### config.mk
export PLATFORM = sky130hd
export DESIGN_NAME = stack_alu_rpn_ctrl
export DESIGN_NICKNAME = d
export VERILOG_FILES = /design/src/rtl/stack_alu_pkg.sv /design/src/rtl/stack_alu_rpn_ctrl.sv
export SDC_FILE = /design/constraint.sdc
export NUM_CORES = 1
export LEC_CHECK = 0
export ABC_AREA = 1
export BUFFER_PORTS_ARGS = -buffer_cell sky130_fd_sc_hd__clkbuf_2
export CAP_MARGIN = 20
export CORE_MARGIN = 1
export CORE_UTILIZATION = 40
export DETAILED_ROUTE_END_ITERATION = 10
export GPL_ROUTABILITY_DRIVEN = 1
export GPL_TIMING_DRIVEN = 0
export PLACE_DENSITY = 0.68
export SLEW_MARGIN = 20
export SYNTH_ARGS = -nofsm -noshare
export SYNTH_HDL_FRONTEND = slang
export SYNTH_SLANG_ARGS = --single-unit
export TNS_END_PERCENT = 1
### constraint.sdc
create_clock -name clk -period 1.6 [get_ports clk]
set_input_delay 0.32 -clock clk [delete_from_list [all_inputs] [get_ports clk]]
set_output_delay 0.32 -clock clk [all_outputs]
set_load 0.02 [all_outputs]
### src/rtl/stack_alu_pkg.sv
// Shared constants for the stack ALU RPN sequencer: ALU opcodes, token op codes, FSM states.
package stack_alu_pkg;

  localparam logic [2:0] ALU_IDLE = 3'b000;
  localparam logic [2:0] ALU_ADD  = 3'b100;
  localparam logic [2:0] ALU_MUL  = 3'b101;
  localparam logic [2:0] ALU_PUSH = 3'b110;
  localparam logic [2:0] ALU_POP  = 3'b111;

  localparam logic [1:0] TOK_ADD = 2'b00;
  localparam logic [1:0] TOK_MUL = 2'b01;

  typedef enum logic [3:0] {
    S_IDLE,
    S_PUSH,
    S_EXEC,
    S_POP1,
    S_POP2,
    S_PUSHR,
    S_FPOP,
    S_FCAP,
    S_DRAIN,
    S_RESULT
  } state_t;

endpackage

### src/rtl/stack_alu_rpn_ctrl.sv
// Expands RPN tokens into STACK_BASED_ALU opcode sequences; operand 2 cycles, operator 5 cycles.
// Tokens are taken only in IDLE; a pending result stalls the token stream until res_ready.
module stack_alu_rpn_ctrl
  import stack_alu_pkg::*;
#(
  parameter int N        = 4,
  parameter int MAX_SIZE = 1024
) (
  input  logic         clk,
  input  logic         rst,
  input  logic         tok_valid,
  output logic         tok_ready,
  input  logic         tok_is_op,
  input  logic [1:0]   tok_op,
  input  logic [N-1:0] tok_data,
  input  logic         tok_last,
  output logic         res_valid,
  input  logic         res_ready,
  output logic [N-1:0] res_data,
  output logic         res_overflow,
  output logic         res_error,
  output logic         alu_rst,
  output logic [2:0]   alu_opcode,
  output logic [N-1:0] alu_input_data,
  input  logic [N-1:0] alu_output_data,
  input  logic         alu_overflow,
  input  logic         alu_success
);

  localparam int DW = $clog2(MAX_SIZE + 1);
  localparam logic [DW-1:0] DMAX = DW'(MAX_SIZE);
  localparam logic [DW-1:0] D0   = DW'(0);
  localparam logic [DW-1:0] D1   = DW'(1);
  localparam logic [DW-1:0] D2   = DW'(2);

  state_t        state, state_nx;
  logic [DW-1:0] depth, depth_nx;
  logic [DW-1:0] depth_inc;
  logic [N-1:0]  acc, acc_nx;
  logic          is_mul, is_mul_nx;
  logic          last, last_nx;
  logic          ovf, ovf_nx;
  logic          err, err_nx;
  logic          tok_fire;

  assign alu_rst      = ~rst;
  assign tok_ready    = (state == S_IDLE) & rst;
  assign tok_fire     = tok_valid & tok_ready;
  assign depth_inc    = depth + 1'b1;
  assign res_valid    = (state == S_RESULT);
  assign res_data     = (res_valid && !err) ? acc : '0;
  assign res_overflow = res_valid & ovf;
  assign res_error    = res_valid & err;

  always_ff @(posedge clk or negedge rst) begin
    if (!rst) begin
      state  <= S_IDLE;
      depth  <= '0;
      acc    <= '0;
      is_mul <= 1'b0;
      last   <= 1'b0;
      ovf    <= 1'b0;
      err    <= 1'b0;
    end else begin
      state  <= state_nx;
      depth  <= depth_nx;
      acc    <= acc_nx;
      is_mul <= is_mul_nx;
      last   <= last_nx;
      ovf    <= ovf_nx;
      err    <= err_nx;
    end
  end

  always_comb begin
    state_nx       = state;
    depth_nx       = depth;
    acc_nx         = acc;
    is_mul_nx      = is_mul;
    last_nx        = last;
    ovf_nx         = ovf;
    err_nx         = err;
    alu_opcode     = ALU_IDLE;
    alu_input_data = '0;
    case (state)
      S_IDLE: begin
        if (tok_fire) begin
          last_nx = tok_last;
          if (!tok_is_op) begin
            if (depth == DMAX) begin
              err_nx   = 1'b1;
              state_nx = S_DRAIN;
            end else begin
              acc_nx   = tok_data;
              state_nx = S_PUSH;
            end
          end else if (depth < D2 || (tok_op != TOK_ADD && tok_op != TOK_MUL)) begin
            err_nx   = 1'b1;
            state_nx = S_DRAIN;
          end else begin
            is_mul_nx = (tok_op == TOK_MUL);
            state_nx  = S_EXEC;
          end
        end
      end
      // Both pushes share the end-of-expression check on the post-push depth.
      S_PUSH, S_PUSHR: begin
        alu_opcode     = ALU_PUSH;
        alu_input_data = acc;
        depth_nx       = depth_inc;
        if (!last) begin
          state_nx = S_IDLE;
        end else if (depth_inc == D1) begin
          state_nx = S_FPOP;
        end else begin
          err_nx   = 1'b1;
          state_nx = S_DRAIN;
        end
      end
      S_EXEC: begin
        alu_opcode = is_mul ? ALU_MUL : ALU_ADD;
        state_nx   = S_POP1;
      end
      // The ALU answer from EXEC lands here while the first operand pop is issued.
      S_POP1: begin
        alu_opcode = ALU_POP;
        depth_nx   = depth - 1'b1;
        acc_nx     = alu_output_data;
        ovf_nx     = ovf | alu_overflow;
        if (!alu_success) begin
          err_nx   = 1'b1;
          state_nx = S_DRAIN;
        end else begin
          state_nx = S_POP2;
        end
      end
      S_POP2: begin
        alu_opcode = ALU_POP;
        depth_nx   = depth - 1'b1;
        state_nx   = S_PUSHR;
      end
      S_FPOP: begin
        alu_opcode = ALU_POP;
        depth_nx   = depth - 1'b1;
        state_nx   = S_FCAP;
      end
      S_FCAP: begin
        acc_nx = alu_output_data;
        if (!alu_success) begin
          err_nx   = 1'b1;
          state_nx = S_DRAIN;
        end else begin
          state_nx = S_RESULT;
        end
      end
      S_DRAIN: begin
        if (depth != D0) begin
          alu_opcode = ALU_POP;
          depth_nx   = depth - 1'b1;
        end
        if (depth <= D1) state_nx = S_RESULT;
      end
      S_RESULT: begin
        if (res_ready) begin
          acc_nx   = '0;
          ovf_nx   = 1'b0;
          err_nx   = 1'b0;
          last_nx  = 1'b0;
          state_nx = S_IDLE;
        end
      end
      default: state_nx = S_IDLE;
    endcase
  end

endmodule

Word-level counts from Yosys, hierarchy flattened
Cells that the tools add are included.
- $add $sub $neg: 2
- $lt $le $gt $ge: 2
- equality and inequality tests: 24
- muxes and demuxes: 34
- bitwise operators: 7
- reduce and logical (&&, ||, !) cells: 22
- operator list (operator ; count):
    $mux 4 ; 14
    $pmux 4 s9 ; 1
    $pmux 11 s3 ; 1
    $eq 4x3->1 const B ; 4
    $ne 2x2->1 const B ; 8
    $pmux 3 s4 ; 1
    $pmux 4 s3 ; 1
    $add 11x1->11 const B ; 1
    $eq 11x1->1 const B ; 1
    $eq 11x11->1 const B ; 1
    $le 11x1->1 const B ; 1
    $lt 11x2->1 const B ; 1
    $mux 1 ; 11
    $mux 11 ; 1
    $reduce_bool 11->1 ; 1
    $sub 11x1->11 const B ; 1
    $eq 4x2->1 const B ; 2
    $eq 4x4->1 const B ; 2
    $reduce_and 8->1 ; 1
    $ne 3x2->1 const B ; 2
    $reduce_and 3->1 ; 2
    $reduce_bool 2->1 ; 3
    $reduce_bool 3->1 ; 2
    $reduce_and 5->1 ; 1
    18 further kinds ; 27
- register bits: 23
- input bits: 18
- logic and storage cells: 98

Longest topological paths before layout
- word-level depth: 7
- depth in mapped cells: 13
- gate-level depth less buffers: 13

Worst setup path after synthesis
No wires, ideal clock.
- kind: reg-to-output
- start point: register state[0]
- end point: output port res_data[0]
- arrival time: 1395 ps
- setup slack: -115 ps
- cell stages (with the launch flop): 7
- buffers on the path: 0
- cells stage by stage: dfrtp_1 > inv_1 > nor2_1 > nand3_2 > inv_1 > nand2_1 > nor2_1
- longest elaborated chain between the ends: 3
- ends and longest elaborated chain (element ; line ; RTL):
    start: declaration ; stack_alu_rpn_ctrl.sv:36 ; state_t state, state_nx;
    start signal: assignment ; stack_alu_rpn_ctrl.sv:65 ; state <= state_nx;
    $eq 4x4->1 ; stack_alu_rpn_ctrl.sv:50 ; assign res_valid = (state == S_RESULT);
    net res_valid ; stack_alu_rpn_ctrl.sv:17 ; output logic res_valid,
    $logic_and 1x1->1 ; stack_alu_rpn_ctrl.sv:51 ; assign res_data = (res_valid && !err) ? acc : '0;
    $mux 4 ; stack_alu_rpn_ctrl.sv:51 ;
    end: declaration ; stack_alu_rpn_ctrl.sv:19 ; output logic [N-1:0] res_data,
The timed path passes the listed nets, and every way through them passes these cells.

Final worst setup path
- start point: register depth[2]
- end point: output port alu_opcode[1]
- longest elaborated chain between the ends: 3
- ends and longest elaborated chain (element ; line ; RTL):
    start: declaration ; stack_alu_rpn_ctrl.sv:37 ; logic [DW-1:0] depth, depth_nx;
    start signal: assignment ; stack_alu_rpn_ctrl.sv:66 ; depth <= depth_nx;
    $reduce_bool 11->1 ; stack_alu_rpn_ctrl.sv:157 ; if (depth != D0) begin
    $mux 3 ; stack_alu_rpn_ctrl.sv:157 ;
    $pmux 3 s4 ; stack_alu_rpn_ctrl.sv:85 ; case (state)
    end: declaration ; stack_alu_rpn_ctrl.sv:23 ; output logic [2:0] alu_opcode,
No other way between the ends.

==> flow_summary.ini <==
[cells_and_area]
finish.utilization = 0.598
area_growth_pct = 38.7
diodes = 0
layout-drive-gt1-share = 0.383
stdcell_area_mm2 = 0.00269
seqCellArea_um2 = 586
multi_input_area_mm2 = 0.00134
fill_cells = 411
nets = 383

[logic_synthesis]
netlist_area_mm2 = 0.00194
synthArstFlopShare = 1.00
ys_ff_latch = 23
yosysMostFrequentCell = nand2_1
ys_warn_count = 0
syn_area_per_cell_um2 = 6.47
synthTopCellsByArea = dfrtp_1 30%, nand2_1 15%, nor2_1 9.1%
synthTopCellsByCount = 77 x nand2_1, 47 x nor2_1, 42 x inv_1
netlist.area_leader.share = 0.296
ys.flop_type = dfrtp_1
synthCells = 300
yosysSeqAreaShare = 0.296
yosys.area.top_type = dfrtp_1
synth_nets = 322
synth_cell_types = 32
synth_edf_count = 0

[placed_design]
placed_area_mm2 = 0.00218
place_ws_ns = -0.435
dp.final_hpwl_um = 3760
gp_routability_congestion = 0.919
io_buffers = 33

[clock_tree]
cts_root_buffer = clkbuf_8
cts_buffers = 3
cts.sinks = 23
path_clk_slew_ns = 0.10
htree_num_levels = 1
insertion_delay_ns = 0.28
cts_tree = built
clock_path_buffers = 2

[status]
violations = hold timing, setup timing
status = finished, violations left

[detailed_routing]
wirelength_um = 5750
drt_iter0_markers = 178
routedWlPerCell_um = 13.9
ant_nets = 0
dr.pass1.iters = 4
dr_total_vias = 2172
viasPerCell = 5.27
drc = 0

[power]
p_total_uw = 5390
p_int_uw = 2620
switching_share = 0.514
seq_power_share = 0.204
power_frac_comb = 0.725
clock_power_share = 0.072
power_density_mw_per_mm2 = 2000
max-vdd-ir-drop_mv = 1.07
p_leak_uw = 0.00134
power.switching_uw = 2770

[timing]
fin_tns_setup_ns = -4.23
hold_slack_ns = -0.000824
tightest_slew_ns = 0.270
worst_clock_skew_ns = 0.0101
slew_viol_final = 0
fin_crit_sh = 1.22
fin_crit_ns = 1.96
final_hold_viol_count = 2
fmax_ghz = 0.510
setup_ws_ns = -0.359
relSlewSlack = 0.819
rsz0062_at_grt = true
setup_violations = 29

[die]
io_pins = 34
die-width_um = 71.7
initial_utilization = 0.431
dieArea_mm2 = 0.00514
num_rows = 24
die_height_um = 71.7
core_area_mm2 = 0.00450

[critical_path]
slowest_delay_ns = 0.38
crit_fanout = 4
arrival_ns = 1.64
startpoint_type = flop
crit_family = simple AND/OR/NAND/NOR gates
cp_slowest_cell = dfrtp_1
required_ns = 1.28
crit_type = flop to primary output
cp.buffers_inverters = 3
endpoint_kind = primary output
path_cells = buf_6 -> nor2_4 -> nand2_2 -> nor2_2 -> nand2_1 -> nand2_2 -> nand3_4 -> buf_8 -> buf_8

[global_routing]
grt_start_max_net_pins = 24
grt_pass1_vias = 2074
grt_pass1_wl_um = 9450
grt_antenna_before_repair = 0
grt_remaining_overflow = 0
grtUsageTotal = 0.231

[min_path]
min_path_type = primary input to asynchronous set/reset pin

[run]
drv_cap = 0
## flip-flops by register name, indices dropped and copies added (netlist names)
signal  count
depth      11
acc         4
state       4
err         1
is_mul      1
last        1
ovf         1
## logic make-up after synthesis
family	after synthesis	share of synthesized area
fa+ha+maj	4	0.0258
simple gates	177	0.407
xor+xnor	6	0.0271
flops	23	0.296
buf+inv	49	0.108
compound gates	41	0.135
## power by group through the flow
stage / registers [uW] / logic [uW] / clock network (uW)
after floorplan: 1040 / 2250 / 0
after global placement: 1090 / 2840 / 0
after detailed placement: 1100 / 2880 / 0
after CTS: 1070 / 3540 / 400
after global routing: 1130 / 4280 / 418
final: 1100 / 3910 / 386
## metal layers
metal | vias to the layer above | wire length [um] | track usage
met5 | - | 0 | 0
met4 | 0 | 121 | 0.0915
met3 | 14 | 261 | 0.0309
met2 | 64 | 2760 | 0.365
met1 | 999 | 2610 | 0.319
li1 | 1095 | - | -
## placed cells by master (no fill, tap or decap), drive strengths merged, types with 3 or more instances in the layout
cell type  Yosys  final
clkbuf         0     28
nand3         37     37
nand2         80     80
o21ai         17     17
nand4          3      3
ha             4      4
a21oi         13     13
nor2          55     55
inv           45     44
dfrtp         23     23
buf            4     35
xor2           6      6
## final cells by class
type                    count  area share
multi-input cells         228       0.498
flip-flops and latches     23       0.217
repair buffers             56       0.159
inverters                  45      0.0655
well taps                  52      0.0242
plain buffers               4      0.0181
clock buffers               3      0.0153
clock inverters             1     0.00186
## worst paths after layout
path	from	to	slack, ns	cells after the start
setup / recovery	depth[2]	alu_opcode[1]	-0.36	9
hold / removal	rst	depth[0]	-0.0008	2
setup reg to reg	depth[2]	acc[0]	-0.26	13
hold reg to reg	err	err	0.48	2
max in group asynchronous	rst	depth[8]	1.43	2
min in group clk	res_ready	last	0.27	2
## through the flow
step | hold WS (ns) | instances
final | -0.000824 | 412
after global routing | 0.00387 | 412
after CTS | 0.0136 | 408
after detailed placement | 0.384 | 385
after global placement | 0.372 | 385
after floorplan | 0.0244 | 300
## what timing repair did
item                                   in CTS  in global routing
pin swaps                                   8                 11
resized for setup                          56                 41
endpoints found under the hold margin      23                  0
setup endpoints to repair                  35                 36
buffers inserted                           18                  5
hold buffers                                1                  0
Power figures use the tool's default switching activity.
